## src/rtl/mem_access_ctrl_if.sv

```systemverilog
// ----------------------------------------------------------------------------
// mem_access_ctrl_if
// Groups the MEM-stage request/response signals and the data-memory req/ack
// port of mem_access_ctrl into one bundle.
//   i_mem_read / i_mem_write  load / store request from MEM control
//   i_addr / i_wdata          byte address and store data
//   o_stall                   pipeline hold
//   o_rdata / o_rdata_valid   load result and its one-cycle valid pulse
//   o_err                     one-cycle pulse, access aborted
//   o_dm_req / o_dm_we        DM request and write enable
//   o_dm_addr / o_dm_wdata    latched DM address and write data
//   i_dm_ack / i_dm_rdata     DM completion and read data
// Modport slave is the controller's view; master is the surrounding
// pipeline + memory view.
// ----------------------------------------------------------------------------
interface mem_access_ctrl_if;
    logic        i_mem_read;
    logic        i_mem_write;
    logic [31:0] i_addr;
    logic [31:0] i_wdata;
    logic        o_stall;
    logic [31:0] o_rdata;
    logic        o_rdata_valid;
    logic        o_err;
    logic        o_dm_req;
    logic        o_dm_we;
    logic [31:0] o_dm_addr;
    logic [31:0] o_dm_wdata;
    logic        i_dm_ack;
    logic [31:0] i_dm_rdata;

    modport slave (
        input  i_mem_read, i_mem_write, i_addr, i_wdata, i_dm_ack, i_dm_rdata,
        output o_stall, o_rdata, o_rdata_valid, o_err,
               o_dm_req, o_dm_we, o_dm_addr, o_dm_wdata
    );

    modport master (
        output i_mem_read, i_mem_write, i_addr, i_wdata, i_dm_ack, i_dm_rdata,
        input  o_stall, o_rdata, o_rdata_valid, o_err,
               o_dm_req, o_dm_we, o_dm_addr, o_dm_wdata
    );
endinterface

```

## src/rtl/mem_access_ctrl.sv

```systemverilog
// ----------------------------------------------------------------------------
// mem_access_ctrl
// Sequences MEM-stage loads/stores against a variable-latency DM req/ack
// port. Stalls the pipeline until the access finishes, returns load data,
// aborts misaligned or timed-out accesses and counts stall cycles.
// Ports:
//   i_clk        clock, rising edge
//   i_rst_n      asynchronous active-low reset
//   bus          mem_access_ctrl_if.slave (MEM-side and DM-side signals)
//   o_stall_cnt  saturating count of cycles with o_stall=1
//
//   state | meaning
//   ------+--------------------------------------------------------------
//   IDLE  | waiting for a request; stalls combinationally when one appears
//   REQ   | DM request outstanding, waiting for ack or timeout
//   DONE  | access complete; load data valid for one cycle
//   ERR   | access aborted (misaligned, read+write, or timeout)
// ----------------------------------------------------------------------------
module mem_access_ctrl #(
    parameter int TIMEOUT = 15,
    parameter int WAIT_W  = 4,
    parameter int CNT_W   = 16
) (
    input  logic             i_clk,
    input  logic             i_rst_n,
    mem_access_ctrl_if.slave bus,
    output logic [CNT_W-1:0] o_stall_cnt
);

    typedef enum logic [1:0] {
        ST_IDLE,
        ST_REQ,
        ST_DONE,
        ST_ERR
    } state_t;

    localparam logic [WAIT_W-1:0] WAIT_TOP = WAIT_W'(TIMEOUT - 1);

    state_t            state_q, state_d;
    logic [WAIT_W-1:0] wait_q;
    logic [31:0]       addr_q;
    logic [31:0]       wdata_q;
    logic              we_q;
    logic [31:0]       rdata_q;
    logic [CNT_W-1:0]  stall_cnt_q;
    logic              stall;
    logic              start;
    logic              start_ok;

    assign start    = bus.i_mem_read | bus.i_mem_write;
    assign start_ok = (bus.i_addr[1:0] == 2'b00) & ~(bus.i_mem_read & bus.i_mem_write);

    always_ff @(posedge i_clk or negedge i_rst_n) begin
        if (!i_rst_n) begin
            state_q <= ST_IDLE;
        end else begin
            state_q <= state_d;
        end
    end

    always_comb begin
        state_d = state_q;
        stall   = 1'b0;
        case (state_q)
            ST_IDLE: begin
                if (start) begin
                    stall   = 1'b1;
                    state_d = start_ok ? ST_REQ : ST_ERR;
                end
            end
            ST_REQ: begin
                stall = 1'b1;
                // Ack takes priority over an expiring wait timer.
                if (bus.i_dm_ack) begin
                    state_d = ST_DONE;
                end else if (wait_q == '0) begin
                    state_d = ST_ERR;
                end
            end
            ST_DONE: state_d = ST_IDLE;
            ST_ERR:  state_d = ST_IDLE;
            default: state_d = ST_IDLE;
        endcase
    end

    // Wait timer counts down from TIMEOUT-1; terminal count 0 in REQ without
    // ack is the last permitted request cycle.
    always_ff @(posedge i_clk or negedge i_rst_n) begin
        if (!i_rst_n) begin
            wait_q  <= '0;
            addr_q  <= '0;
            wdata_q <= '0;
            we_q    <= 1'b0;
            rdata_q <= '0;
        end else begin
            if (state_q == ST_IDLE && state_d == ST_REQ) begin
                addr_q  <= bus.i_addr;
                wdata_q <= bus.i_wdata;
                we_q    <= bus.i_mem_write;
                wait_q  <= WAIT_TOP;
            end
            if (state_q == ST_REQ && !bus.i_dm_ack && wait_q != '0) begin
                wait_q <= wait_q - 1'b1;
            end
            if (state_q == ST_REQ && bus.i_dm_ack && !we_q) begin
                rdata_q <= bus.i_dm_rdata;
            end
            // Any abort clears the returned load data.
            if (state_d == ST_ERR && state_q != ST_ERR) begin
                rdata_q <= '0;
            end
        end
    end

    always_ff @(posedge i_clk or negedge i_rst_n) begin
        if (!i_rst_n) begin
            stall_cnt_q <= '0;
        end else if (stall && stall_cnt_q != '1) begin
            stall_cnt_q <= stall_cnt_q + 1'b1;
        end
    end

    assign bus.o_stall       = stall;
    assign bus.o_dm_req      = (state_q == ST_REQ);
    assign bus.o_dm_we       = (state_q == ST_REQ) & we_q;
    assign bus.o_dm_addr     = addr_q;
    assign bus.o_dm_wdata    = wdata_q;
    assign bus.o_rdata       = rdata_q;
    assign bus.o_rdata_valid = (state_q == ST_DONE) & ~we_q;
    assign bus.o_err         = (state_q == ST_ERR);
    assign o_stall_cnt       = stall_cnt_q;

endmodule

```

## src/flat_wrapper.sv

```systemverilog
// flat-port wrapper written by rule: the top's interface ports become plain ports
module mem_access_ctrl_flat 
#(
    parameter int TIMEOUT = 15,
    parameter int WAIT_W  = 4,
    parameter int CNT_W   = 16
)
  (i_clk, i_rst_n, o_stall_cnt, bus_i_mem_read, bus_i_mem_write, bus_i_addr, bus_i_wdata, bus_i_dm_ack, bus_i_dm_rdata, bus_o_stall, bus_o_rdata, bus_o_rdata_valid, bus_o_err, bus_o_dm_req, bus_o_dm_we, bus_o_dm_addr, bus_o_dm_wdata);
  mem_access_ctrl_if bus_i ();
  input  logic i_clk;
  input  logic i_rst_n;
  output logic [CNT_W-1:0] o_stall_cnt;
  input wire logic [$bits(bus_i.i_mem_read)-1:0] bus_i_mem_read;
  input wire logic [$bits(bus_i.i_mem_write)-1:0] bus_i_mem_write;
  input wire logic [$bits(bus_i.i_addr)-1:0] bus_i_addr;
  input wire logic [$bits(bus_i.i_wdata)-1:0] bus_i_wdata;
  input wire logic [$bits(bus_i.i_dm_ack)-1:0] bus_i_dm_ack;
  input wire logic [$bits(bus_i.i_dm_rdata)-1:0] bus_i_dm_rdata;
  output wire logic [$bits(bus_i.o_stall)-1:0] bus_o_stall;
  output wire logic [$bits(bus_i.o_rdata)-1:0] bus_o_rdata;
  output wire logic [$bits(bus_i.o_rdata_valid)-1:0] bus_o_rdata_valid;
  output wire logic [$bits(bus_i.o_err)-1:0] bus_o_err;
  output wire logic [$bits(bus_i.o_dm_req)-1:0] bus_o_dm_req;
  output wire logic [$bits(bus_i.o_dm_we)-1:0] bus_o_dm_we;
  output wire logic [$bits(bus_i.o_dm_addr)-1:0] bus_o_dm_addr;
  output wire logic [$bits(bus_i.o_dm_wdata)-1:0] bus_o_dm_wdata;
  assign bus_i.i_mem_read = bus_i_mem_read;
  assign bus_i.i_mem_write = bus_i_mem_write;
  assign bus_i.i_addr = bus_i_addr;
  assign bus_i.i_wdata = bus_i_wdata;
  assign bus_i.i_dm_ack = bus_i_dm_ack;
  assign bus_i.i_dm_rdata = bus_i_dm_rdata;
  assign bus_o_stall = bus_i.o_stall;
  assign bus_o_rdata = bus_i.o_rdata;
  assign bus_o_rdata_valid = bus_i.o_rdata_valid;
  assign bus_o_err = bus_i.o_err;
  assign bus_o_dm_req = bus_i.o_dm_req;
  assign bus_o_dm_we = bus_i.o_dm_we;
  assign bus_o_dm_addr = bus_i.o_dm_addr;
  assign bus_o_dm_wdata = bus_i.o_dm_wdata;
  mem_access_ctrl #(.TIMEOUT(TIMEOUT), .WAIT_W(WAIT_W), .CNT_W(CNT_W)) u_core (.i_clk(i_clk), .i_rst_n(i_rst_n), .bus(bus_i), .o_stall_cnt(o_stall_cnt));
endmodule
```

## config.mk

```make
export PLATFORM = sky130hd
export DESIGN_NAME = mem_access_ctrl_flat
export DESIGN_NICKNAME = d
export VERILOG_FILES = /design/src/rtl/mem_access_ctrl_if.sv /design/src/rtl/mem_access_ctrl.sv /design/src/flat_wrapper.sv
export SDC_FILE = /design/constraint.sdc
export NUM_CORES = 1
export LEC_CHECK = 0
export CAP_MARGIN = 10
export CELL_PAD_IN_SITES_DETAIL_PLACEMENT = 1
export CELL_PAD_IN_SITES_GLOBAL_PLACEMENT = 2
export CORE_UTILIZATION = 26
export CTS_CLUSTER_DIAMETER = 60
export CTS_CLUSTER_SIZE = 8
export DETAILED_ROUTE_END_ITERATION = 16
export PLACE_DENSITY_LB_ADDON = 0.3
export REMOVE_ABC_BUFFERS = 1
export SETUP_SLACK_MARGIN = 0.2
export SYNTH_ARGS = -nofsm -noshare
export SYNTH_HDL_FRONTEND = slang
export SYNTH_SLANG_ARGS = --single-unit
```

## constraint.sdc

```tcl
create_clock -name i_clk -period 2.5 [get_ports i_clk]
set_clock_uncertainty 0.1 [all_clocks]
set_input_delay 0.75 -clock i_clk [delete_from_list [all_inputs] [get_ports i_clk]]
set_output_delay 0.75 -clock i_clk [all_outputs]
set_load 0.1 [all_outputs]
```

After elaboration in Yosys (flattened, before gate mapping)
Cells that the tools add are included.
{ "op_classes": {"add_sub_neg": 2, "mul": 0, "div_mod_pow": 0, "n_lt_le_gt_ge": 0, "n_eq_ne": 7, "n_shift": 0, "muxes": 11, "bitwise": 7, "reduce_logical": 16} }
{ "ops": {"columns": ["cell", "count"], "rows": [
  ["$mux W32", 2],
  ["$add A16 B1 Y16 const B", 1],
  ["$ne A16 B16 Y1 const B", 1],
  ["$mux W2", 4],
  ["$mux W4", 2],
  ["$logic_and A1 B1 Y1", 7],
  ["$eq A2 B2 Y1 const B", 3],
  ["$pmux W2 S3", 1],
  ["$and A1 B1 Y1", 4],
  ["$eq A2 B1 Y1 const B", 2],
  ["$logic_not A2 Y1", 2],
  ["$logic_not A4 Y1", 1],
  ["$reduce_bool A2 Y1", 2],
  ["$reduce_bool A4 Y1", 1],
  ["$sub A4 B1 Y4 const B", 1],
  ["$logic_not A1 Y1", 2],
  ["$ne A2 B2 Y1 const B", 1],
  ["$not A1 Y1", 2],
  ["$pmux W1 S2", 1],
  ["$reduce_or A2 Y1", 1],
  ["$mux W1", 1],
  ["$or A1 B1 Y1", 1]
]} }
{ "word_totals": {"regBits": 119, "latch_bits": 0, "ram_bits": 0, "rom_bits": 0, "inputBits": 101, "output_inout_bits": 117, "memories": 0} }

Logic depth before layout (Yosys ltp)
Gate-level depths: netlist (run 1).
{ "logic_depth": {"word_depth": 10, "depth_mapped": 9} }

Worst setup path before layout (run 1)
OpenSTA, ideal clock, no wires.
{ "synth_timing": {"path_type": "register to output", "start": "reg u_core.state_q[0]", "end": "out bus_o_rdata_valid", "arrival_ns": 2.645, "slack_ns": -0.995, "stages_incl_launch_ff": 2, "cell_sequence": "dfrtp_1 -> nor3b_1"} }
{ "synth_via": {"elab_chain_cells": 2} }
{ "synth_rtl": {"columns": ["element", "line_no", "text"], "rows": [
  ["from (decl)", "mem_access_ctrl.sv:39", "state_t state_q, state_d;"],
  ["from (signal assigned)", "mem_access_ctrl.sv:57", "state_q <= state_d;"],
  ["$eq A2 B2 Y1", "mem_access_ctrl.sv:129", "assign bus.o_rdata_valid = (state_q == ST_DONE) & ~we_q;"],
  ["$and A1 B1 Y1", "mem_access_ctrl.sv:129", null],
  ["to (decl)", "flat_wrapper.sv:21", "output wire logic [$bits(bus_i.o_rdata_valid)-1:0] bus_o_rdata_valid;"]
]} }
Every way passes these cells.

Worst setup path in the final report (run 1)
{ "layout_timing": {"start": "reg u_core.state_q[1]", "end": "out bus_o_dm_we"} }
{ "layout_via": {"elab_chain_cells": 2} }
{ "layout_rtl": {"columns": ["element", "line_no", "text"], "rows": [
  ["$eq A2 B1 Y1", "mem_access_ctrl.sv:125", "assign bus.o_dm_we = (state_q == ST_REQ) & we_q;"],
  ["$and A1 B1 Y1", "mem_access_ctrl.sv:125", null],
  ["to (decl)", "flat_wrapper.sv:24", "output wire logic [$bits(bus_i.o_dm_we)-1:0] bus_o_dm_we;"]
]} }
Every way passes these cells.

==> parameters.txt, run 1 <==
Parameter                              Value

Status
  Outcome ... finished, final reports clean

Drt
  Ratio of routed vias to standard cells ... 4.41
  Post-route antenna net violation count ... 0
  Detailed-route DRC error count ... 0
  Overall via count from detail_route ... 3827
  Length of the first detailed-routing pass in iterations ... 6
  Number of DRC markers after the initial detailed-route iteration ... 87
  Mean routed wirelength per cell ... 16.5 um
  Final WL ... 14300 um

Logic synthesis
  Biggest area consumer among synthesized cells ... dfrtp_1
  Distinct cells, synth ... 33
  Most numerous cell in the Yosys netlist ... dfrtp_1
  Biggest area contributors in the synthesized netlist ... dfrtp_1 60%, mux2_4 15%, nand2_1 5.8%
  Seq/Total Area, Yosys ... 60.4%
  Mean instance size in the synthesized netlist ... 12.9 um^2
  Share of flip-flops with an asynchronous set or reset after synthesis ... 100%
  Gate count after technology mapping ... 381
  Number of enable flip-flop cells after synthesis ... 0
  Most frequently used flop master after synthesis ... dfrtp_1
  Commonest cells post-synth ... 119 x dfrtp_1, 76 x nand2_1, 48 x mux2_4
  Share of the synthesized area in the top cell type ... 60.4%
  Cell Area, Synth ... 0.00493 mm^2
  Warnings, synthesis ... 0
  Synthesis-stage register bit count ... 119

STA
  Number of slew-limit violations in the final report ... 0
  Max Clock Freq ... 444 MHz
  Slew margin rel. ... 58.8%
  Setup repair after global routing missed its margin ... true
  Slew at the pin closest to its max-slew limit ... 0.618 ns
  Final setup vio count ... 0
  Final critical delay including setup and external delays ... 2.25 ns
  Tcrit/Tclk final ... 90.1%
  Total count of hold-check failures in the final report ... 0

Setup path
  Data arrival time of the critical path ... 1.40 ns
  Cell type of the slowest stage on the worst timing path ... dfrtp_2
  Critical path start-end classification ... register to output port
  Type of origin of the critical path ... register
  Largest stage delay on the critical path ... 0.43 ns
  Family of cells with the greatest summed delay on the critical path ... flip-flops
  Critical path endpoint category ... output port
  Number of buffer and inverter stages on the critical path ... 2
  Ordered list of cells on the worst path ... nand2b_4 -> inv_4 -> and2_4 -> buf_12
  Biggest fanout along the worst timing path ... 4
  Critical Path RT ... 1.65 ns

Min path
  Class of the tightest hold or removal check ... input pin to asynchronous set/reset pin

Global routing
  Most used routing layer in global routing ... met2
  Met2 capacity usage during global routing ... 26.6%
  Global-route wire length before repair ... 22700 um
  Overflow after GRT ... 0
  Met3 capacity usage during global routing ... 4.61%
  M1 GR Usage ... 17.4%
  Initial antenna violation count ... 0
  GR Util All Layers ... 15.2%
  Vias in the first global route ... 4193
  Maximum number of pins on one net before global-route repair ... 45

CTS
  CTS tree ... built
  Clk Latency, worst-skew pair ... 0.41 ns
  Clock transition at path regs ... 0.06 ns
  # clock sinks ... 119
  Maximum count of clock buffers along a single path ... 2
  H-tree level count ... 4
  Cts bufs inserted ... 17
  Clock root buffer ... clkbuf_16

Cells and area
  Core Util, Final ... 42.8%
  Ratio of cells with drive above 1 in the final layout ... 39.1%
  NumNets Final ... 724
  Antenna cell count ... 0
  Area growth, synth to finish ... 61.7%

Placed design
  Detail Placement HPWL ... 10300 um
  Buffers added on ports ... 217
  Routability-driven placement congestion ratio ... 0.744

Floorplanning
  Count of pins on the block boundary ... 218
  Chip Width ... 140 um
  Die extent in y ... 140 um
  Num rows ... 50
  Area of the core ... 0.0186 mm^2
  Initial core utilization ... 26.5%
  Die area ... 0.0195 mm^2

Job
  Max cap viols ... 0
## flip-flops by register name, indices dropped and copies added, names as in the netlist
signal                 cells
u_core.bus.o_dm_addr      32
u_core.bus.o_rdata        32
u_core.state_q             2
u_core.bus.o_dm_wdata     32
u_core.o_stall_cnt        16
u_core.we_q                1
u_core.wait_q              4
## per-layer routing
metal / vias up / wire [um] / part of all wire [%]
met5: - / 0 / 0
met4: 0 / 251 / 1.8
li1: 1782 / - / -
met2: 115 / 7600 / 53
met3: 15 / 759 / 5.3
met1: 1915 / 5720 / 40
## what timing repair did
item | 4_1_cts | 5_1_grt
setup endpoints to repair | 67 | 3
endpoints found under the hold margin | 0 | 0
resized for setup | 15 | 4
hold buffers | 0 | 0
pin swaps | 2 | 1
setup buffers | 2 | 1
## cell type report
class	count	area [um^2]
fillers	1975	10700
flip-flops and latches	119	2980
repair buffers	239	2200
multi-input cells	240	1870
clock buffers	18	439
well taps	234	293
clock inverters	14	173
inverters	4	17.5
## cells by family (layout without fill, tap and decap cells)
family	after synthesis	count (layout)	share of synthesized area, %
buffers and inverters	22	275	2.69
adders and majority gates	2	2	0.507
muxes	64	64	18.3
xor gates and xnor gates	16	16	2.84
DFF	119	119	60.4
and+or+nand+nor	116	116	10.6
AOI/OAI and AO/OA	42	42	4.72
## through the flow
stage | TNS (ns) | area, um^2 | hold slack (ns) | cells | setup WS (ns)
after global placement | -22.28 | 7300 | 0.377 | 833 | -0.269
after detailed placement | -27.26 | 7300 | 0.376 | 833 | -0.317
final | 0 | 7980 | 0.241 | 868 | 0.247
after global routing | 0 | 7980 | 0.272 | 868 | 0.184
after CTS | 0 | 7960 | 0.254 | 867 | 0.194
after floorplan | -98.85 | 4820 | 0.354 | 363 | -1.29
## worst paths after layout
path                                         startpoint                   endpoint  slack (ns)  depth (start not counted)
worst max-delay path                  u_core.state_q[1]                bus_o_dm_we        0.25                          4
max in group asynchronous                       i_rst_n          u_core.state_q[1]        1.37                          2
worst min-delay path                            i_rst_n  u_core.bus.o_dm_wdata[20]        0.24                          1
worst min register to register  u_core.bus.o_dm_addr[1]    u_core.bus.o_dm_addr[1]        0.40                          1
min in group i_clk              u_core.bus.o_dm_addr[1]    u_core.bus.o_dm_addr[1]        0.40                          1
worst max register to register    u_core.o_stall_cnt[0]      u_core.o_stall_cnt[5]        0.60                          7
## layout by cell type, fill, tap and decap left out, types with 3 or more instances in the layout
| cell type | n |
|---|---|
| nand3_1 | 4 |
| a21oi_1 | 32 |
| nand4_1 | 5 |
| xor2_1 | 6 |
| xnor2_1 | 10 |
| clkinv_2 | 3 |
| inv_1 | 3 |
| nor3_1 | 5 |
| clkbuf_16 | 17 |
| buf_4 | 127 |
| nor2_1 | 4 |
| and2_1 | 5 |
| buf_12 | 13 |
| clkdlybuf4s50_1 | 97 |
| nand2_1 | 76 |
| mux2_4 | 48 |
| and3_1 | 3 |
| inv_6 | 3 |
| clkinv_4 | 3 |
| bufinv_16 | 3 |
| mux2_2 | 16 |
| dfrtp_1 | 117 |
Power of run 1 is not shown: default switching activity piles up to over one toggle a cycle in this logic, so the estimate is an artifact.
==> run 2, diff against run 1 <==
--- a/config.mk
+++ b/config.mk
@@ -5,7 +5,6 @@
 export SDC_FILE = /design/constraint.sdc
 export NUM_CORES = 1
 export LEC_CHECK = 0
-export CAP_MARGIN = 10
 export CELL_PAD_IN_SITES_DETAIL_PLACEMENT = 1
 export CELL_PAD_IN_SITES_GLOBAL_PLACEMENT = 2
 export CORE_UTILIZATION = 26
==> constraint.sdc (replaced) <==
create_clock -name i_clk -period 2.5 [get_ports i_clk]
set_clock_uncertainty 0.1 [all_clocks]
set_input_delay 0.75 -clock i_clk [delete_from_list [all_inputs] [get_ports i_clk]]
set_output_delay 0.75 -clock i_clk [all_outputs]
set_load 0.005 [all_outputs]
==> parameters.txt, run 2 (synthesis gave the netlist of run 1 again) <==
Parameter                              Value

STA
  Max Clock Freq ... 441 MHz (-0.58%)
  Final critical delay including setup and external delays ... 2.27 ns (+0.0131 ns)
  Number of slew-limit violations in the final report ... 0 (unchanged)
  Final setup vio count ... 0 (unchanged)
  Fin Setup TNS ... 0 ns (unchanged)
  Total count of hold-check failures in the final report ... 0 (unchanged)
  Hold slack final ... 0.177 ns (-0.0638 ns)
  Slew at the pin closest to its max-slew limit ... 0.455 ns (-0.163 ns)
  Tcrit/Tclk final ... 90.6% (+0.52 points)
  Setup repair after global routing missed its margin ... true
  Slew margin rel. ... 69.4% (+11 points)

Setup path
  Type of origin of the critical path ... input pin
  Data arrival time of the critical path ... 1.42 ns (+0.02 ns)
  Ordered list of cells on the worst path ... dlygate4sd2_1 -> nor3_2 -> nor2_1 -> clkbuf_2
  Family of cells with the greatest summed delay on the critical path ... buffers and inverters
  Critical Path RT ... 1.65 ns (about the same)
  Cell type of the slowest stage on the worst timing path ... dlygate4sd2_1
  Biggest fanout along the worst timing path ... 3 (-1)
  Critical path start-end classification ... input pin to output port
  Largest stage delay on the critical path ... 0.27 ns (-0.16 ns)
  Critical path endpoint category ... output port
  Number of buffer and inverter stages on the critical path ... 2 (unchanged)

Power and ir drop
  Total Power Consumption ... 0.0103 W
  Net switching power of the design ... 0.00303 W
  Clock share of power ... 24.9%
  Fraction of power spent switching nets ... 29.3%
  VDD IR max ... 0.000567 V
  Relative contribution of sequential cells to total power ... 31.9%
  Leakage power figure ... 3.67 nW
  Power Internal ... 0.00731 W
  PD cells ... 1250 mW/mm^2
  Comb pwr share ... 43.2%

CTS
  Clock transition at path regs ... 0.06 ns (about the same)
  Quantity of hold-fixing buffers added after cts ... 0 (unchanged)
  Maximum count of clock buffers along a single path ... 2 (unchanged)
  H-tree level count ... 4 (unchanged)
  Clk Latency, worst-skew pair ... 0.41 ns (about the same)
  Cts bufs inserted ... 17 (unchanged)
  CTS tree ... built
  Clock root buffer ... clkbuf_16
  # clock sinks ... 119 (unchanged)

Placed design
  DP Area ... 0.00758 mm^2 (+3.9%)
  Buffers added on ports ... 217 (unchanged)
  Number of cells in the design after placement ... 842 (+1.1%)
  Routability-driven placement congestion ratio ... 0.760 (+2.2%)
  Detail Placement HPWL ... 10300 um (+0.78%)

Drt
  Detailed-route DRC error count ... 0 (unchanged)
  Final WL ... 14600 um (+2.0%)
  Number of DRC markers after the initial detailed-route iteration ... 73 (-16%)
  Post-route antenna net violation count ... 0 (unchanged)
  Overall via count from detail_route ... 3854 (+0.71%)
  Ratio of routed vias to standard cells ... 4.38 (-0.55%)
  Mean routed wirelength per cell ... 16.6 um (+0.70%)
  Length of the first detailed-routing pass in iterations ... 4 (-2)

Cells and area
  NumNets Final ... 735 (+1.5%)
  Ratio of cells with drive above 1 in the final layout ... 22.3% (-17 points)
  Top library cells by usage in the layout, fill and taps aside ... 207 x clkdlybuf4s50_1, 114 x dfrtp_1, 76 x nand2_1
  Antenna cell count ... 0 (unchanged)
  Final Non-Filler Cells ... 879 (+1.3%)
  Most common library cell in the layout ignoring fill and taps ... clkdlybuf4s50_1
  Cell area after layout ... 0.00831 mm^2 (+4.2%)
  Area growth, synth to finish ... 68.4%

Min path
  Class of the tightest hold or removal check ... input pin to asynchronous set/reset pin

Floorplanning
  Num rows ... 50 (unchanged)
  Initial core utilization ... 26.5% (unchanged)
  Die extent in y ... 140 um (unchanged)
  Count of pins on the block boundary ... 218 (unchanged)
  Chip Width ... 140 um (unchanged)
  Die area ... 0.0195 mm^2 (unchanged)
  Area of the core ... 0.0186 mm^2 (unchanged)

Global routing
  Global-route wire length before repair ... 23500 um (+3.5%)
  GR Util All Layers ... 15.7% (+0.50 points)
  Vias in the first global route ... 4331 (+3.3%)
  Overflow after GRT ... 0 (unchanged)
  Initial antenna violation count ... 0 (unchanged)
  Maximum number of pins on one net before global-route repair ... 47 (+4.4%)

Status
  Outcome ... finished, final reports clean

Job
  Max cap viols ... 0 (unchanged)
==> run 2: through the flow <==
stage,worst slack [ns],utilization [%]
finish,0.234,44.6
global route,0.183,44.6
CTS,0.0825,44.2
detailed placement,-0.390,40.7
global placement,-0.383,40.7
floorplan,-1.29,-
==> run 2: power groups by stage <==
stage,logic (W),registers [W],clock network (W)
finish,0.00447,0.00330,0.00258
global route,0.00482,0.00341,0.00275
CTS,0.00445,0.00330,0.00265
detailed placement,0.00440,0.00331,0
global placement,0.00432,0.00327,0
floorplan,0.00189,0.00331,0
==> run 2: layout make-up <==
| cell class | instances | area (um^2) |
|---|---|---|
| fill | 1961 | 10300 |
| sequential | 119 | 2980 |
| timing repair buffer | 249 | 2510 |
| multi-input combinational | 241 | 1880 |
| clock buffer | 17 | 425 |
| tap | 234 | 293 |
| clock inverter | 15 | 195 |
| inverter | 4 | 17.5 |
==> run 2: routing by layer <==
| metal | part of all wire [%] | GRT usage (%) | vias to the layer above | wire (um) |
|---|---|---|---|---|
| met5 | 0 | 0 | - | 0 |
| met4 | 2.0 | 6.13 | 0 | 292 |
| met3 | 5.5 | 5.40 | 20 | 797 |
| met2 | 51 | 27.0 | 120 | 7420 |
| met1 | 42 | 17.9 | 1909 | 6100 |
| li1 | - | - | 1805 | - |
==> run 2: what timing repair did <==
item | 4_1_cts | 5_1_grt
setup buffers | 2 | 1
setup endpoints to repair | 69 | 65
cloned | 0 | 2
pin swaps | 1 | 1
gates resized for setup | 13 | 13
==> run 2: final timing paths <==
| path | depth (start not counted) | to | start | slack, ns |
|---|---|---|---|---|
| worst max register to register | 4 | u_core.bus.o_dm_wdata[7] | u_core.state_q[0] | 0.46 |
| max in group asynchronous | 2 | u_core.bus.o_dm_wdata[21] | i_rst_n | 1.35 |
| worst min register to register | 1 | u_core.bus.o_dm_addr[1] | u_core.bus.o_dm_addr[1] | 0.38 |
| worst min-delay path | 1 | u_core.bus.o_dm_addr[12] | i_rst_n | 0.18 |
| min in group i_clk | 1 | u_core.bus.o_dm_addr[1] | u_core.bus.o_dm_addr[1] | 0.38 |
| worst max-delay path | 4 | bus_o_stall | bus_i_mem_write | 0.23 |
==> run 2: worst reg2reg max path: stages, from the launching register on <==
cell	delay, ns
dfrtp_2	0.46
buf_4	0.18
or4_4	0.67
buf_12	0.22
mux2_4	0.30
No activity file was read; power rests on OpenSTA's default activity.
